===== src/rtl/arp_rx_parser_if.sv =====
// Bundles the RX MAC byte stream and the ARP event handshake of arp_rx_parser.
// The master side is the parser; the slave side is the MAC plus event consumer.
interface arp_rx_parser_if;
    logic [7:0]  rx_axis_mac_tdata;
    logic        rx_axis_mac_tvalid;
    logic        rx_axis_mac_tlast;
    logic        rx_axis_mac_tuser;

    logic        m_arp_tvalid;
    logic        m_arp_tready;
    logic        m_arp_is_reply;
    logic [47:0] m_arp_smac;
    logic [31:0] m_arp_sip;

    modport master (
        input  rx_axis_mac_tdata, rx_axis_mac_tvalid, rx_axis_mac_tlast, rx_axis_mac_tuser,
        input  m_arp_tready,
        output m_arp_tvalid, m_arp_is_reply, m_arp_smac, m_arp_sip
    );

    modport slave (
        output rx_axis_mac_tdata, rx_axis_mac_tvalid, rx_axis_mac_tlast, rx_axis_mac_tuser,
        output m_arp_tready,
        input  m_arp_tvalid, m_arp_is_reply, m_arp_smac, m_arp_sip
    );
endinterface


===== src/rtl/arp_rx_parser.sv =====
// ARP receive parser: validates Ethernet/ARP header bytes, filters on local IP/MAC,
// and queues qualified request/reply events in a small FWFT FIFO with statistics.
module arp_rx_parser #(
    parameter int unsigned FIFO_DEPTH   = 4,
    parameter bit          CHECK_DMAC   = 1'b1,
    parameter bit          ACCEPT_REPLY = 1'b1
) (
    input  logic                  rx_mac_aclk,
    input  logic                  rx_mac_reset,
    input  logic [31:0]           local_ip,
    input  logic [47:0]           local_mac,
    arp_rx_parser_if.master       bus,
    output logic [15:0]           stat_req_cnt,
    output logic [15:0]           stat_rep_cnt,
    output logic [15:0]           stat_drop_cnt,
    output logic [15:0]           stat_err_cnt
);

    localparam int unsigned AW      = (FIFO_DEPTH > 1) ? $clog2(FIFO_DEPTH) : 1;
    localparam logic [AW:0] DEPTH_C = (AW+1)'(FIFO_DEPTH);
    localparam int unsigned EW      = 1 + 48 + 32;

    typedef enum logic {S_PARSE, S_DISCARD} state_t;

    state_t        state_q, state_d;
    logic [10:0]   idx_q, idx_d;
    logic [39:0]   sh_q, sh_d;
    logic          is_reply_q, is_reply_d;
    logic [47:0]   sha_q, sha_d;
    logic [31:0]   spa_q, spa_d;
    logic          commit_q, commit_d;

    logic [EW-1:0] fifo_mem_q [FIFO_DEPTH];
    logic [AW-1:0] wr_ptr_q, wr_ptr_d;
    logic [AW-1:0] rd_ptr_q, rd_ptr_d;
    logic [AW:0]   count_q, count_d;

    logic [15:0]   req_cnt_q, req_cnt_d;
    logic [15:0]   rep_cnt_q, rep_cnt_d;
    logic [15:0]   drop_cnt_q, drop_cnt_d;
    logic [15:0]   err_cnt_q, err_cnt_d;

    logic          beat;
    logic          field_bad;
    logic [47:0]   cur48;
    logic          fifo_valid;
    logic          fifo_full;
    logic          pop;
    logic          push;
    logic          drop;
    logic [EW-1:0] entry_d;

    function automatic logic [15:0] sat_inc(input logic [15:0] v);
        return (v == '1) ? v : v + 16'd1;
    endfunction

    assign beat  = bus.rx_axis_mac_tvalid;
    // Multi-byte fields are compared once their last byte arrives, using the
    // previously shifted bytes concatenated with the current one.
    assign cur48 = {sh_q, bus.rx_axis_mac_tdata};

    always_comb begin
        state_d    = state_q;
        idx_d      = idx_q;
        sh_d       = sh_q;
        is_reply_d = is_reply_q;
        sha_d      = sha_q;
        spa_d      = spa_q;
        commit_d   = 1'b0;
        field_bad  = 1'b0;

        if (beat) begin
            sh_d  = cur48[39:0];
            idx_d = bus.rx_axis_mac_tlast ? '0 :
                    ((idx_q == 11'd2047) ? idx_q : idx_q + 11'd1);

            if (state_q == S_PARSE) begin
                case (idx_q)
                    11'd5:  if (CHECK_DMAC && !(cur48 == '1 || cur48 == local_mac)) field_bad = 1'b1;
                    11'd13: if (cur48[15:0] != 16'h0806) field_bad = 1'b1;
                    11'd15: if (cur48[15:0] != 16'h0001) field_bad = 1'b1;
                    11'd17: if (cur48[15:0] != 16'h0800) field_bad = 1'b1;
                    11'd18: if (bus.rx_axis_mac_tdata != 8'd6) field_bad = 1'b1;
                    11'd19: if (bus.rx_axis_mac_tdata != 8'd4) field_bad = 1'b1;
                    11'd21: begin
                        if (cur48[15:0] == 16'h0001)                      is_reply_d = 1'b0;
                        else if (ACCEPT_REPLY && cur48[15:0] == 16'h0002) is_reply_d = 1'b1;
                        else                                              field_bad  = 1'b1;
                    end
                    11'd27: sha_d = cur48;
                    11'd31: spa_d = cur48[31:0];
                    11'd41: if (cur48[31:0] != local_ip) field_bad = 1'b1;
                    default: ;
                endcase

                if (field_bad) begin
                    state_d = bus.rx_axis_mac_tlast ? S_PARSE : S_DISCARD;
                end else if (bus.rx_axis_mac_tlast && idx_q >= 11'd41 && !bus.rx_axis_mac_tuser) begin
                    commit_d = 1'b1;
                end
            end else if (bus.rx_axis_mac_tlast) begin
                state_d = S_PARSE;
            end
        end
    end

    // The committed fields stay stable for the write cycle: the next frame
    // cannot reach its OPER/SHA/SPA bytes within one cycle of tlast.
    always_comb begin
        fifo_valid = (count_q != '0);
        fifo_full  = (count_q == DEPTH_C);
        pop        = fifo_valid && bus.m_arp_tready;
        push       = commit_q && (!fifo_full || pop);
        drop       = commit_q && fifo_full && !pop;
        entry_d    = {is_reply_q, sha_q, spa_q};

        wr_ptr_d   = push ? wr_ptr_q + 1'b1 : wr_ptr_q;
        rd_ptr_d   = pop  ? rd_ptr_q + 1'b1 : rd_ptr_q;
        case ({push, pop})
            2'b10:   count_d = count_q + 1'b1;
            2'b01:   count_d = count_q - 1'b1;
            default: count_d = count_q;
        endcase

        req_cnt_d  = (push && !is_reply_q) ? sat_inc(req_cnt_q) : req_cnt_q;
        rep_cnt_d  = (push &&  is_reply_q) ? sat_inc(rep_cnt_q) : rep_cnt_q;
        drop_cnt_d = drop ? sat_inc(drop_cnt_q) : drop_cnt_q;
        err_cnt_d  = (beat && bus.rx_axis_mac_tlast && bus.rx_axis_mac_tuser) ?
                     sat_inc(err_cnt_q) : err_cnt_q;
    end

    always_ff @(posedge rx_mac_aclk or posedge rx_mac_reset) begin
        if (rx_mac_reset) begin
            state_q    <= S_PARSE;
            idx_q      <= '0;
            sh_q       <= '0;
            is_reply_q <= 1'b0;
            sha_q      <= '0;
            spa_q      <= '0;
            commit_q   <= 1'b0;
            wr_ptr_q   <= '0;
            rd_ptr_q   <= '0;
            count_q    <= '0;
            req_cnt_q  <= '0;
            rep_cnt_q  <= '0;
            drop_cnt_q <= '0;
            err_cnt_q  <= '0;
            fifo_mem_q <= '{default: '0};
        end else begin
            state_q    <= state_d;
            idx_q      <= idx_d;
            sh_q       <= sh_d;
            is_reply_q <= is_reply_d;
            sha_q      <= sha_d;
            spa_q      <= spa_d;
            commit_q   <= commit_d;
            wr_ptr_q   <= wr_ptr_d;
            rd_ptr_q   <= rd_ptr_d;
            count_q    <= count_d;
            req_cnt_q  <= req_cnt_d;
            rep_cnt_q  <= rep_cnt_d;
            drop_cnt_q <= drop_cnt_d;
            err_cnt_q  <= err_cnt_d;
            if (push) fifo_mem_q[wr_ptr_q] <= entry_d;
        end
    end

    assign bus.m_arp_tvalid = fifo_valid;
    assign {bus.m_arp_is_reply, bus.m_arp_smac, bus.m_arp_sip} = fifo_mem_q[rd_ptr_q];

    assign stat_req_cnt  = req_cnt_q;
    assign stat_rep_cnt  = rep_cnt_q;
    assign stat_drop_cnt = drop_cnt_q;
    assign stat_err_cnt  = err_cnt_q;

endmodule


===== src/flat_wrapper.sv =====
// flat-port wrapper written by rule: the top's interface ports become plain ports
module arp_rx_parser_flat 
#(
    parameter int unsigned FIFO_DEPTH   = 4,
    parameter bit          CHECK_DMAC   = 1'b1,
    parameter bit          ACCEPT_REPLY = 1'b1
)
  (rx_mac_aclk, rx_mac_reset, local_ip, local_mac, stat_req_cnt, stat_rep_cnt, stat_drop_cnt, stat_err_cnt, bus_rx_axis_mac_tdata, bus_rx_axis_mac_tvalid, bus_rx_axis_mac_tlast, bus_rx_axis_mac_tuser, bus_m_arp_tready, bus_m_arp_tvalid, bus_m_arp_is_reply, bus_m_arp_smac, bus_m_arp_sip);
  arp_rx_parser_if bus_i ();
  input  logic rx_mac_aclk;
  input  logic rx_mac_reset;
  input  logic [31:0] local_ip;
  input  logic [47:0] local_mac;
  output logic [15:0] stat_req_cnt;
  output logic [15:0] stat_rep_cnt;
  output logic [15:0] stat_drop_cnt;
  output logic [15:0] stat_err_cnt;
  input wire logic [$bits(bus_i.rx_axis_mac_tdata)-1:0] bus_rx_axis_mac_tdata;
  input wire logic [$bits(bus_i.rx_axis_mac_tvalid)-1:0] bus_rx_axis_mac_tvalid;
  input wire logic [$bits(bus_i.rx_axis_mac_tlast)-1:0] bus_rx_axis_mac_tlast;
  input wire logic [$bits(bus_i.rx_axis_mac_tuser)-1:0] bus_rx_axis_mac_tuser;
  input wire logic [$bits(bus_i.m_arp_tready)-1:0] bus_m_arp_tready;
  output wire logic [$bits(bus_i.m_arp_tvalid)-1:0] bus_m_arp_tvalid;
  output wire logic [$bits(bus_i.m_arp_is_reply)-1:0] bus_m_arp_is_reply;
  output wire logic [$bits(bus_i.m_arp_smac)-1:0] bus_m_arp_smac;
  output wire logic [$bits(bus_i.m_arp_sip)-1:0] bus_m_arp_sip;
  assign bus_i.rx_axis_mac_tdata = bus_rx_axis_mac_tdata;
  assign bus_i.rx_axis_mac_tvalid = bus_rx_axis_mac_tvalid;
  assign bus_i.rx_axis_mac_tlast = bus_rx_axis_mac_tlast;
  assign bus_i.rx_axis_mac_tuser = bus_rx_axis_mac_tuser;
  assign bus_i.m_arp_tready = bus_m_arp_tready;
  assign bus_m_arp_tvalid = bus_i.m_arp_tvalid;
  assign bus_m_arp_is_reply = bus_i.m_arp_is_reply;
  assign bus_m_arp_smac = bus_i.m_arp_smac;
  assign bus_m_arp_sip = bus_i.m_arp_sip;
  arp_rx_parser #(.FIFO_DEPTH(FIFO_DEPTH), .CHECK_DMAC(CHECK_DMAC), .ACCEPT_REPLY(ACCEPT_REPLY)) u_core (.rx_mac_aclk(rx_mac_aclk), .rx_mac_reset(rx_mac_reset), .local_ip(local_ip), .local_mac(local_mac), .bus(bus_i), .stat_req_cnt(stat_req_cnt), .stat_rep_cnt(stat_rep_cnt), .stat_drop_cnt(stat_drop_cnt), .stat_err_cnt(stat_err_cnt));
endmodule

===== config.mk =====
export PLATFORM = sky130hd
export DESIGN_NAME = arp_rx_parser_flat
export DESIGN_NICKNAME = d
export VERILOG_FILES = /design/src/rtl/arp_rx_parser_if.sv /design/src/rtl/arp_rx_parser.sv /design/src/flat_wrapper.sv
export SDC_FILE = /design/constraint.sdc
export NUM_CORES = 1
export LEC_CHECK = 0
export ABC_AREA = 0
export BUFFER_PORTS_ARGS = -buffer_cell sky130_fd_sc_hd__clkbuf_2
export CORE_MARGIN = 8
export CORE_UTILIZATION = 59
export DETAILED_ROUTE_END_ITERATION = 8
export PLACE_DENSITY = 0.78
export SLEW_MARGIN = 20
export SYNTH_ARGS = -nofsm -noshare
export SYNTH_HDL_FRONTEND = slang
export SYNTH_SLANG_ARGS = --single-unit

===== constraint.sdc =====
create_clock -name rx_mac_aclk -period 19.8 [get_ports rx_mac_aclk]
set_clock_uncertainty 0.1 [all_clocks]
set_input_delay 0 -clock rx_mac_aclk [delete_from_list [all_inputs] [get_ports rx_mac_aclk]]
set_output_delay 0 -clock rx_mac_aclk [all_outputs]
set_load 0.005 [all_outputs]

==> out/qor.txt, run 1 <==
Outcome = completed
# hold bufs at CTS = 15
DRC = 0
Fillers = 2805
# IOs = 240
CP Data Arrival Time = 3710 ps
Synth Area per Inst = 14.65 sq um
Core area = 39640 sq um
Clk root buf = clkbuf_16
Measured slew at the worst slew-check pin = 1019 ps
GR Overflow Total = 0
CTS H-Tree Depth = 2
Clock latency on the worst-skew pair = 590 ps
Synth cell types = 54
Hold Slack = 0.8036 ps
CTS sink cnt = 529
Crit path max fanout = 185
Critical path launch point type = input pin
CTS tree = done
Setup TNS = 0 ps
Cells after Synth = 1611
Final setup violation count = 0
Fraction of registers with async set/reset = 1.000
CP top delay family = buffers and inverters
Final period utilization = 0.1604
Critical Path RT = 20330 ps
Area grow syn2layout = 15.04%
Post-CTS Setup Bufs = 0
Max_slew headroom = 0.3204
Area of the mapped netlist = 23600 sq um
First-pass GRT wire length = 90.25 mm
Highest clock rate = 314.9 MHz
Share of cells above drive strength 1 = 0.4695
Crit end category = asynchronous set/reset pin
Largest net degree at the start of global routing = 186
First-pass detailed-route iteration total = 7
Num CTS Buffers = 53
Routed WL = 58.10 mm
Setup Crit Path Kind = input pin to asynchronous set/reset pin
PostCTS Resize Cnt = 0
Overall Global Routing Usage = 0.2482
Pwr dens = 92.11 nW/um^2
Synth warn = 0
Hold Path Class = input pin to asynchronous set/reset pin
Ys flop type = dfrtp_1
Clk slew on worst S/H paths = 60 ps
Slowest stage delay, CP = 800 ps
IO Port Bufs = 239
Leakage = 13.46 nW
Number of global-route vias before repair = 15190
GP Congestion = 0.8631
Clk buf depth = 3
Layout Nets = 1938
Synth Net Count = 1718
Via Count = 14490
RSZ-0062 raised after global routing = no
Die area = 46660 sq um
Fin. Hold Viols = 0
Critical path buffer and inverter count = 6
Post-synth EDFFs = 0
Number of routed nets with antenna violations = 0
Initial Util = 0.5954
Floorplan die width = 216.0 microns
Slew Limit Fails = 0
Cell-by-cell trace of the critical path = dlygate4sd3_1 > clkbuf_2 > inv_8 > buf_12 > buf_4 > buf_6
Non-Filler Instances = 2394
Yosys reg bits = 529
Detailed Place HPWL = 37.73 mm
Num rows = 73
Placed insts = 2286
Maximum vdd drop = 0.06454 mV
Post-route minimum period = 3175 ps
Max-cap violations = 0
DR iter-0 viols = 1103
Via/cell ratio = 6.051
Sequential share of the synthesized area = 0.5608
Die Y = 216.0 microns
Slowest cell on the critical path = buf_4
Antenna violations before repair = 4
Drt wl/cell = 24.27 microns
## cell type report
| type | instances | area [sq um] | share of cell area |
|---|---|---|---|
| timing repair buffer | 270 | 1486 | 0.05474 |
| sequential | 529 | 13250 | 0.4878 |
| multi-input combinational | 955 | 9907 | 0.3648 |
| inverter | 22 | 90.09 | 0.003318 |
| clock inverter | 10 | 128.9 | 0.004746 |
| antenna | 1 | 2.502 | 0.00009215 |
| clock buffer | 82 | 1638 | 0.06031 |
| tap | 525 | 656.9 | 0.02419 |
## worst min-delay path, stage by stage
cell	delay, ps
dlygate4sd3_1	540
clkbuf_2	150
inv_8	500
## synth_stat cells, types with 3 or more instances
library cell,count,area share
a21oi_1,7,0.0015
and2_1,7,0.0019
and3_1,6,0.0016
and4_1,3,0.0011
buf_1,13,0.0021
buf_2,7,0.0015
clkbuf_1,82,0.013
dfrtp_1,529,0.56
ha_1,12,0.0064
inv_1,22,0.0035
mux2_2,447,0.21
mux2i_1,3,0.0013
mux4_2,81,0.077
nand2_1,36,0.0057
nand3_1,25,0.0053
nand4_1,53,0.014
nor2_1,35,0.0056
nor2b_1,4,0.0011
nor3_1,17,0.0036
nor4_1,16,0.0042
o21ai_0,7,0.0015
or3_1,7,0.0019
xnor2_1,126,0.047
xor2_1,29,0.011
## logic make-up (layout without fill, tap and decap cells)
group,after synthesis,after routing,synth area share
compound gates,33,33,0.01044
xor+xnor,155,155,0.05751
fa+ha+maj,13,13,0.007209
buf+inv,127,384,0.02099
flops,529,529,0.5608
mux,531,531,0.2918
other cells,0,1,0
simple gates,223,223,0.05121
## layout by cell type, fill, tap and decap left out, types with 3 or more instances in the layout
| cell type | netlist | final |
|---|---|---|
| dfrtp_1 | 529 | 527 |
| mux2_2 | 447 | 447 |
| clkbuf_2 | 2 | 239 |
| xnor2_1 | 126 | 126 |
| mux4_2 | 81 | 81 |
| clkbuf_16 | 0 | 55 |
| nand4_1 | 53 | 53 |
| nor2_1 | 35 | 35 |
| nand2_1 | 36 | 32 |
| xor2_1 | 29 | 29 |
| nand3_1 | 25 | 25 |
| inv_1 | 22 | 21 |
| nor3_1 | 17 | 17 |
| clkbuf_8 | 0 | 16 |
| nor4_1 | 16 | 15 |
| dlygate4sd3_1 | 0 | 15 |
| buf_4 | 0 | 13 |
| ha_1 | 12 | 12 |
| clkbuf_1 | 82 | 11 |
| or3_1 | 7 | 7 |
| o21ai_0 | 7 | 7 |
| a21oi_1 | 7 | 7 |
| and2_1 | 7 | 7 |
| and3_1 | 6 | 6 |
| clkinv_2 | 0 | 6 |
| nor2b_1 | 4 | 4 |
| nand2_4 | 0 | 4 |
| and4_1 | 3 | 3 |
| mux2i_1 | 3 | 3 |
| bufinv_16 | 0 | 3 |
## where the power goes
group          internal, mW  switching (mW)  total [mW]
combinational         0.134           0.142       0.276
sequential             1.11           0.103        1.21
clock                 0.603           0.409        1.01
## flip-flops by register name (all words and copies together), names as in the netlist
signal	cells
u_core.commit_q	1
u_core.count_q	3
u_core.fifo_mem_q	324
u_core.idx_q	11
u_core.is_reply_q	1
u_core.rd_ptr_q	2
u_core.sh_q	40
u_core.sha_q	48
u_core.spa_q	32
u_core.stat_drop_cnt	16
u_core.stat_err_cnt	16
u_core.stat_rep_cnt	16
u_core.stat_req_cnt	16
u_core.state_q	1
u_core.wr_ptr_q	2
## path summary, 6_finish.rpt
check | startpoint | to | slack [ps] | cells after the start
setup / recovery | rx_mac_reset | u_core.fifo_mem_q[292] | 16620 | 6
hold / removal | rx_mac_reset | u_core.stat_rep_cnt[7] | 0.8 | 3
setup reg to reg | u_core.count_q[0] | u_core.fifo_mem_q[229] | 16640 | 6
hold reg to reg | u_core.stat_rep_cnt[10] | u_core.stat_rep_cnt[10] | 400 | 1
max in group rx_mac_aclk | u_core.count_q[0] | u_core.fifo_mem_q[229] | 16640 | 6
min in group rx_mac_aclk | local_mac[34] | u_core.commit_q | 70 | 7
## routing by layer
layer	track usage	routed length, microns
met5	0	13
met3	0.05748	4166
met4	0.08747	1755
met2	0.3900	27730
met1	0.3388	24430
## metrics by stage
stage	cell area [sq um]	setup WS, ps	total power, mW	utilization
CTS	27140	16210	2.522	0.6848
floorplan	23600	4918	1.397	-
global route	27150	16070	2.590	0.6850
global placement	25230	16260	1.500	0.6364
finish	27150	16620	2.501	0.6850
detailed placement	25230	16120	1.506	0.6364
Note: power is estimated with default switching activity, not from simulation.
==> run 2: changes to the inputs <==
Settings changed: CORE_UTILIZATION 59 to 53, PLACE_DENSITY 0.78 to 0.74.
Clock period 19.8 ns to 2.9 ns, I/O delays scaled along.
==> out/qor.txt, run 2 (synthesis gave the netlist of run 1 again) <==
First-pass detailed-route iteration total = 7 (unchanged)
Area grow syn2layout = 18.83% (was 15.04%)
Outcome = completed (unchanged)
Final period utilization = 0.9466
Design area = 28050 sq um (was 27150 sq um)
Post-CTS Setup Bufs = 0 (unchanged)
Most frequent cells in the layout = dfrtp_1, mux2_2, clkbuf_2, xnor2_1, mux4_2 (unchanged)
# IOs = 240 (unchanged)
Clk root buf = clkbuf_16 (unchanged)
Dpl ws = 382.1 ps (was 16120 ps)
Highest clock rate = 364.3 MHz
Final core utilization = 0.6357 (was 0.6850)
Number of global-route vias before repair = 15780 (was 15190)
Leakage = 13.84 nW (was 13.46 nW)
Die area = 51540 sq um (was 46660 sq um)
Core area = 44120 sq um (was 39640 sq um)
Endpoint, Worst Hold = u_core.commit_q
Drt wl/cell = 24.07 microns (was 24.27 microns)
Largest net degree at the start of global routing = 110 (was 186)
Reg2reg path depth = 7 (was 6)
Share of cells above drive strength 1 = 0.4808 (was 0.4695)
Pwr dens = 631.6 nW/um^2 (was 92.11 nW/um^2)
Setup Crit Path Kind = register to register (was input pin to asynchronous set/reset pin)
Crit end category = register (was asynchronous set/reset pin)
Detailed Place HPWL = 41.27 mm (was 37.73 mm)
Clock latency on the worst-skew pair = 600 ps (was 590 ps)
Antenna violations before repair = 1 (was 4)
Clk buf depth = 3 (unchanged)
Layout Nets = 1991 (was 1938)
Floorplan die width = 227.0 microns (was 216.0 microns)
Overall Global Routing Usage = 0.2383 (was 0.2482)
First-pass GRT wire length = 94.07 mm (was 90.25 mm)
Max reg flops = 324 (unchanged)
FF-to-FF Start = u_core.sh_q[9] (was u_core.count_q[0])
Number of routed nets with antenna violations = 0 (unchanged)
Fillers = 3377 (was 2805)
Reg2reg end = u_core.commit_q (was u_core.fifo_mem_q[229])
Via Count = 14640 (was 14490)
Critical Path RT = 3310 ps (was 20330 ps)
Hold-critical path depth = 7
GP Congestion = 0.8722 (was 0.8631)
Num CTS Buffers = 54 (was 53)
Clk slew on worst S/H paths = 60 ps (about the same)
Diodes inserted = 0 (was 1)
Routed WL = 60.62 mm (was 58.10 mm)
Non-Filler Instances = 2518 (was 2394)
Post-route minimum period = 2745 ps
Die Y = 227.0 microns (was 216.0 microns)
Hold Path Class = input pin to register (was input pin to asynchronous set/reset pin)
DRC = 0 (unchanged)
Biggest register = u_core.fifo_mem_q (unchanged)
Measured slew at the worst slew-check pin = 691.4 ps (was 1019 ps)
IO Port Bufs = 239 (unchanged)
Most common cell after layout, fill and taps aside = dfrtp_1 (unchanged)
DR iter-0 viols = 1136 (was 1103)
Max-cap violations = 0 (unchanged)
Fin. Hold Viols = 0 (unchanged)
Via/cell ratio = 5.815 (was 6.051)
Final Worst Setup Slack = 154.9 ps (was 16620 ps)
Crit path max fanout = 3 (was 185)
Num rows = 77 (was 73)
Maximum vdd drop = 0.4478 mV (was 0.06454 mV)
CTS tree = done (unchanged)
HP Start = local_mac[30]
Largest registers = u_core.fifo_mem_q: 324 flops, u_core.sha_q: 48 flops, u_core.sh_q: 40 flops (unchanged)
GR Overflow Total = 0 (unchanged)
CP Data Arrival Time = 3150 ps (was 3710 ps)
Critical path launch point type = register (was input pin)
RSZ-0062 raised after global routing = no (unchanged)
Final setup violation count = 0 (unchanged)
CTS H-Tree Depth = 2 (unchanged)
R2R setup slack = 150 ps (was 16640 ps)
Initial Util = 0.5349 (was 0.5954)
Max_slew headroom = 0.5348 (was 0.3204)
Placed insts = 2384 (was 2286)
Slew Limit Fails = 0 (unchanged)
Placed cell area = 25770 sq um (was 25230 sq um)
CTS sink cnt = 529 (unchanged)
==> run 2: cell types whose count changed in the layout (fill, tap and decap cells not counted), moves of 5 or more <==
cell           change
clkinv_2           +5
buf_12            +18
dlygate4sd3_1     +21
clkbuf_1           -6
buf_4             +15
==> run 2: repair_timing <==
action                                  in CTS  in global routing
hold buffers                                36                  0
endpoints found under the setup margin       0                  2
gates resized for setup                      0                  6
endpoints found under the hold margin      408                  0
==> run 2: per-stage QoR <==
step           setup TNS [ps]  hold WS (ps)  total power [mW]
2_1_floorplan        -2322370        -35.10             9.542
3_5_place_dp                0        -82.75             10.49
4_1_cts                     0        0.6696             17.88
6_report                    0         16.33             17.72
5_1_grt                     0         40.06             18.40
3_3_place_gp                0        -89.60             10.44
==> run 2: critical path, stage by stage (launching register included) <==
cell and delay (ps):
dfrtp_1 480, xnor2_2 370, nand4_1 130, dlygate4sd3_1 580, nor4_1 270, nand3_1 110, a2111o_1 400, nor4b_2 210
==> run 2: how the worst max path moves through the flow <==
| stage | slack [ps] | start | to | depth (start not counted) |
|---|---|---|---|---|
| CTS | 30 | u_core.sh_q[3] | u_core.commit_q | 7 |
| global route | 10 | u_core.sh_q[9] | u_core.commit_q | 7 |
| global placement | 470 | u_core.idx_q[1] | u_core.commit_q | 8 |
| detailed placement | 380 | u_core.idx_q[1] | u_core.commit_q | 8 |
| finish | 150 | u_core.sh_q[9] | u_core.commit_q | 7 |
| floorplan | -4390 | rx_mac_reset | u_core.commit_q | 1 |
==> run 2: cell type report <==
| type | count | area, sq um | area share |
|---|---|---|---|
| Sequential cell | 529 | 13250 | 0.4724 |
| Multi-Input combinational cell | 955 | 9921 | 0.3537 |
| Timing Repair Buffer | 322 | 2147 | 0.07655 |
| Clock buffer | 78 | 1643 | 0.05857 |
| Tap cell | 592 | 740.7 | 0.02641 |
| Clock inverter | 20 | 260.3 | 0.009279 |
| Inverter | 22 | 86.33 | 0.003078 |
==> run 2: per-layer routing <==
metal  wire [microns]  track usage  vias to the layer above
met4             1638      0.07119                        0
met1            25370       0.3223                     7686
met5                0            0                        -
li1                 -            -                     6389
met3             4792      0.06441                       99
met2            28820       0.3768                      468
==> run 2: report_power, final <==
part	internal [mW]	total [mW]	switching [mW]
clock	4.45	7.33	2.88
combinational	1.08	2.16	1.08
sequential	7.58	8.22	0.639
==> run 3: changes to the inputs <==
Settings changed: CORE_UTILIZATION 53 to 55, CTS_BUF_LIST set to sky130_fd_sc_hd__clkbuf_8, PLACE_DENSITY 0.74 to 0.76.
==> out/qor.txt, run 3 (synthesis gave the netlist of run 1 again) <==
Biggest register = u_core.fifo_mem_q (unchanged)
Endpoint, Worst Hold = u_core.commit_q (unchanged)
Max_slew headroom = 0.5442 (was 0.5348)
Clk root buf = clkbuf_8 (was clkbuf_16)
Crit path max fanout = 5 (was 3)
CP Data Arrival Time = 3220 ps (was 3150 ps)
CTS H-Tree Depth = 3 (was 2)
Clock latency on the worst-skew pair = 670 ps (was 600 ps)
Drt wl/cell = 23.91 microns (was 24.07 microns)
Hold-critical path depth = 3 (was 7)
DRC = 0 (unchanged)
CTS sink cnt = 529 (unchanged)
Maximum vdd drop = 0.5225 mV (was 0.4478 mV)
Outcome = completed (unchanged)
Most common cell after layout, fill and taps aside = dfrtp_1 (unchanged)
R2R setup slack = 110 ps (was 150 ps)
Max-cap violations = 0 (unchanged)
Antenna violations before repair = 0 (was 1)
Floorplan die width = 223.2 microns (was 227.0 microns)
Clock power frac = 0.391 (was 0.414)
Area grow syn2layout = 19.14% (was 18.83%)
Metal-1 WL = 25.69 mm (was 25.37 mm)
Final period utilization = 0.9620 (was 0.9466)
Via/cell ratio = 5.898 (was 5.815)
First-pass detailed-route iteration total = 5 (was 7)
Number of global-route vias before repair = 16150 (was 15780)
Post-route minimum period = 2790 ps (was 2745 ps)
Reg2reg path depth = 7 (unchanged)
Slew Limit Fails = 0 (unchanged)
Leakage = 14.05 nW (was 13.84 nW)
Final core utilization = 0.6586 (was 0.6357)
GR Overflow Total = 0 (unchanged)
Most frequent cells in the layout = dfrtp_1, mux2_2, clkbuf_2, xnor2_1, clkbuf_8 (was dfrtp_1, mux2_2, clkbuf_2, xnor2_1, mux4_2)
IO Port Bufs = 239 (unchanged)
Setup Crit Path Kind = register to register (unchanged)
Layout Nets = 2048 (was 1991)
Die area = 49800 sq um (was 51540 sq um)
Diodes inserted = 0 (unchanged)
CTS tree = done (unchanged)
Crit end category = register (unchanged)
FF-to-FF Start = u_core.sh_q[10] (was u_core.sh_q[9])
Detailed Place HPWL = 41.77 mm (was 41.27 mm)
NetSw = 4.701 mW (was 4.600 mW)
# IOs = 240 (unchanged)
DR iter-0 viols = 1038 (was 1136)
Core area = 42700 sq um (was 44120 sq um)
Initial Util = 0.5528 (was 0.5349)
Num CTS Buffers = 86 (was 54)
First-pass GRT wire length = 95.47 mm (was 94.07 mm)
Max reg flops = 324 (unchanged)
Via Count = 15060 (was 14640)
Largest net degree at the start of global routing = 101 (was 110)
Clk buf depth = 3 (unchanged)
Switching Share = 0.2744 (was 0.2597)
GP Congestion = 0.8791 (was 0.8722)
Met2 wire length = 28.54 mm (was 28.82 mm)
Largest registers = u_core.fifo_mem_q: 324 flops, u_core.sha_q: 48 flops, u_core.sh_q: 40 flops (unchanged)
Routed WL = 61.04 mm (was 60.62 mm)
Internal Power = 12.43 mW (was 13.12 mW)
Highest clock rate = 358.4 MHz (was 364.3 MHz)
Metal3 WL = 4.447 mm (was 4.792 mm)
Num rows = 76 (was 77)
Fin. Hold Viols = 0 (unchanged)
Overall Global Routing Usage = 0.2469 (was 0.2383)
Reg power frac = 0.470 (was 0.464)
Clk slew on worst S/H paths = 60 ps (about the same)
Design area = 28120 sq um (was 28050 sq um)
Share of cells above drive strength 1 = 0.4908 (was 0.4808)
Die Y = 223.2 microns (was 227.0 microns)
Final setup violation count = 0 (unchanged)
Number of routed nets with antenna violations = 0 (unchanged)
Reg2reg end = u_core.commit_q (unchanged)
Combinational share of power = 0.139 (was 0.122)
HP Start = bus_rx_axis_mac_tuser (was local_mac[30])
Critical Path RT = 3330 ps (was 3310 ps)
Critical path launch point type = register (unchanged)
Placed cell area = 25840 sq um (was 25770 sq um)
Top Layer Used = met4 (unchanged)
Hold Path Class = input pin to register (unchanged)
Measured slew at the worst slew-check pin = 677.4 ps (was 691.4 ps)
Pwr dens = 609.2 nW/um^2 (was 631.6 nW/um^2)
-- run 3: changes by cell type in the layout (fill, tap and decap cells not counted), moves of 2 or more --
cell and delta:
buf_4 +20, bufinv_16 -3, clkbuf_1 -5, clkbuf_16 -55
clkbuf_8 +93, clkinv_2 -3, dlygate4sd3_1 +5, inv_1 +26
inv_8 +2, xnor2_1 -2, xnor2_2 +2
-- run 3: power by group through the flow --
stage                     logic (mW)  registers [mW]  clock network [mW]
final                           2.38            8.05                6.70
after global routing            2.55            8.09                7.16
after CTS                       2.38            8.05                6.83
after detailed placement        2.30            8.18                   0
after global placement          2.28            8.16                   0
after floorplan                 1.68            7.86                   0
-- run 3: worst max path at each step --
stage,to,from,slack (ps),depth (start not counted)
final,u_core.commit_q,u_core.sh_q[10],110,7
after floorplan,u_core.commit_q,rx_mac_reset,-4390,1
after global routing,u_core.commit_q,u_core.sh_q[9],-20,7
after global placement,u_core.state_q,u_core.idx_q[1],470,8
after CTS,u_core.is_reply_q,u_core.sh_q[5],40,6
after detailed placement,u_core.commit_q,u_core.idx_q[1],360,8
-- run 3: per-layer routing --
layer | GRT usage | vias to the layer above
met5 | 0 | -
met1 | 0.3261 | 7895
met3 | 0.05988 | 125
li1 | - | 6513
met2 | 0.3883 | 524
met4 | 0.1051 | 0
-- run 3: timing repair --
action                                  in CTS  in global routing
endpoints found under the setup margin       0                  3
hold buffers                                41                  0
endpoints found under the hold margin      565                  0
buffers inserted                             0                  3
gates resized for setup                      0                 10
-- run 3: cell type report --
| type | count | area, sq um |
|---|---|---|
| Tap cell | 546 | 683.2 |
| Inverter | 22 | 86.33 |
| Clock buffer | 111 | 1528 |
| Timing Repair Buffer | 347 | 2347 |
| Multi-Input combinational cell | 955 | 9942 |
| Fill cell | 3061 | 14580 |
| Sequential cell | 529 | 13250 |
| Clock inverter | 43 | 282.8 |
-- run 3: critical path: stages, from the launching register on --
cell and delay, ps:
dfrtp_1 470, xnor2_1 320, nand4_1 120, dlygate4sd3_1 600, nor4_2 260, nand3_1 140
a2111o_1 420, nor4b_2 240
-- run 3: stage by stage --
| step | hold WS [ps] | setup WS [ps] | instances | total power [mW] | TNS, ps |
|---|---|---|---|---|---|
| 2_1_floorplan | -35.10 | -4390 | 1611 | 9.542 | -2322370 |
| 3_3_place_gp | 43.64 | 473.2 | 2355 | 10.44 | 0 |
| 3_5_place_dp | 44.71 | 356.4 | 2355 | 10.48 | 0 |
| 4_1_cts | 0.9121 | 35.57 | 2550 | 17.25 | 0 |
| 5_1_grt | 37.41 | -22.24 | 2553 | 17.80 | -22.24 |
| 6_report | 57.52 | 110.1 | 2553 | 17.13 | 0 |
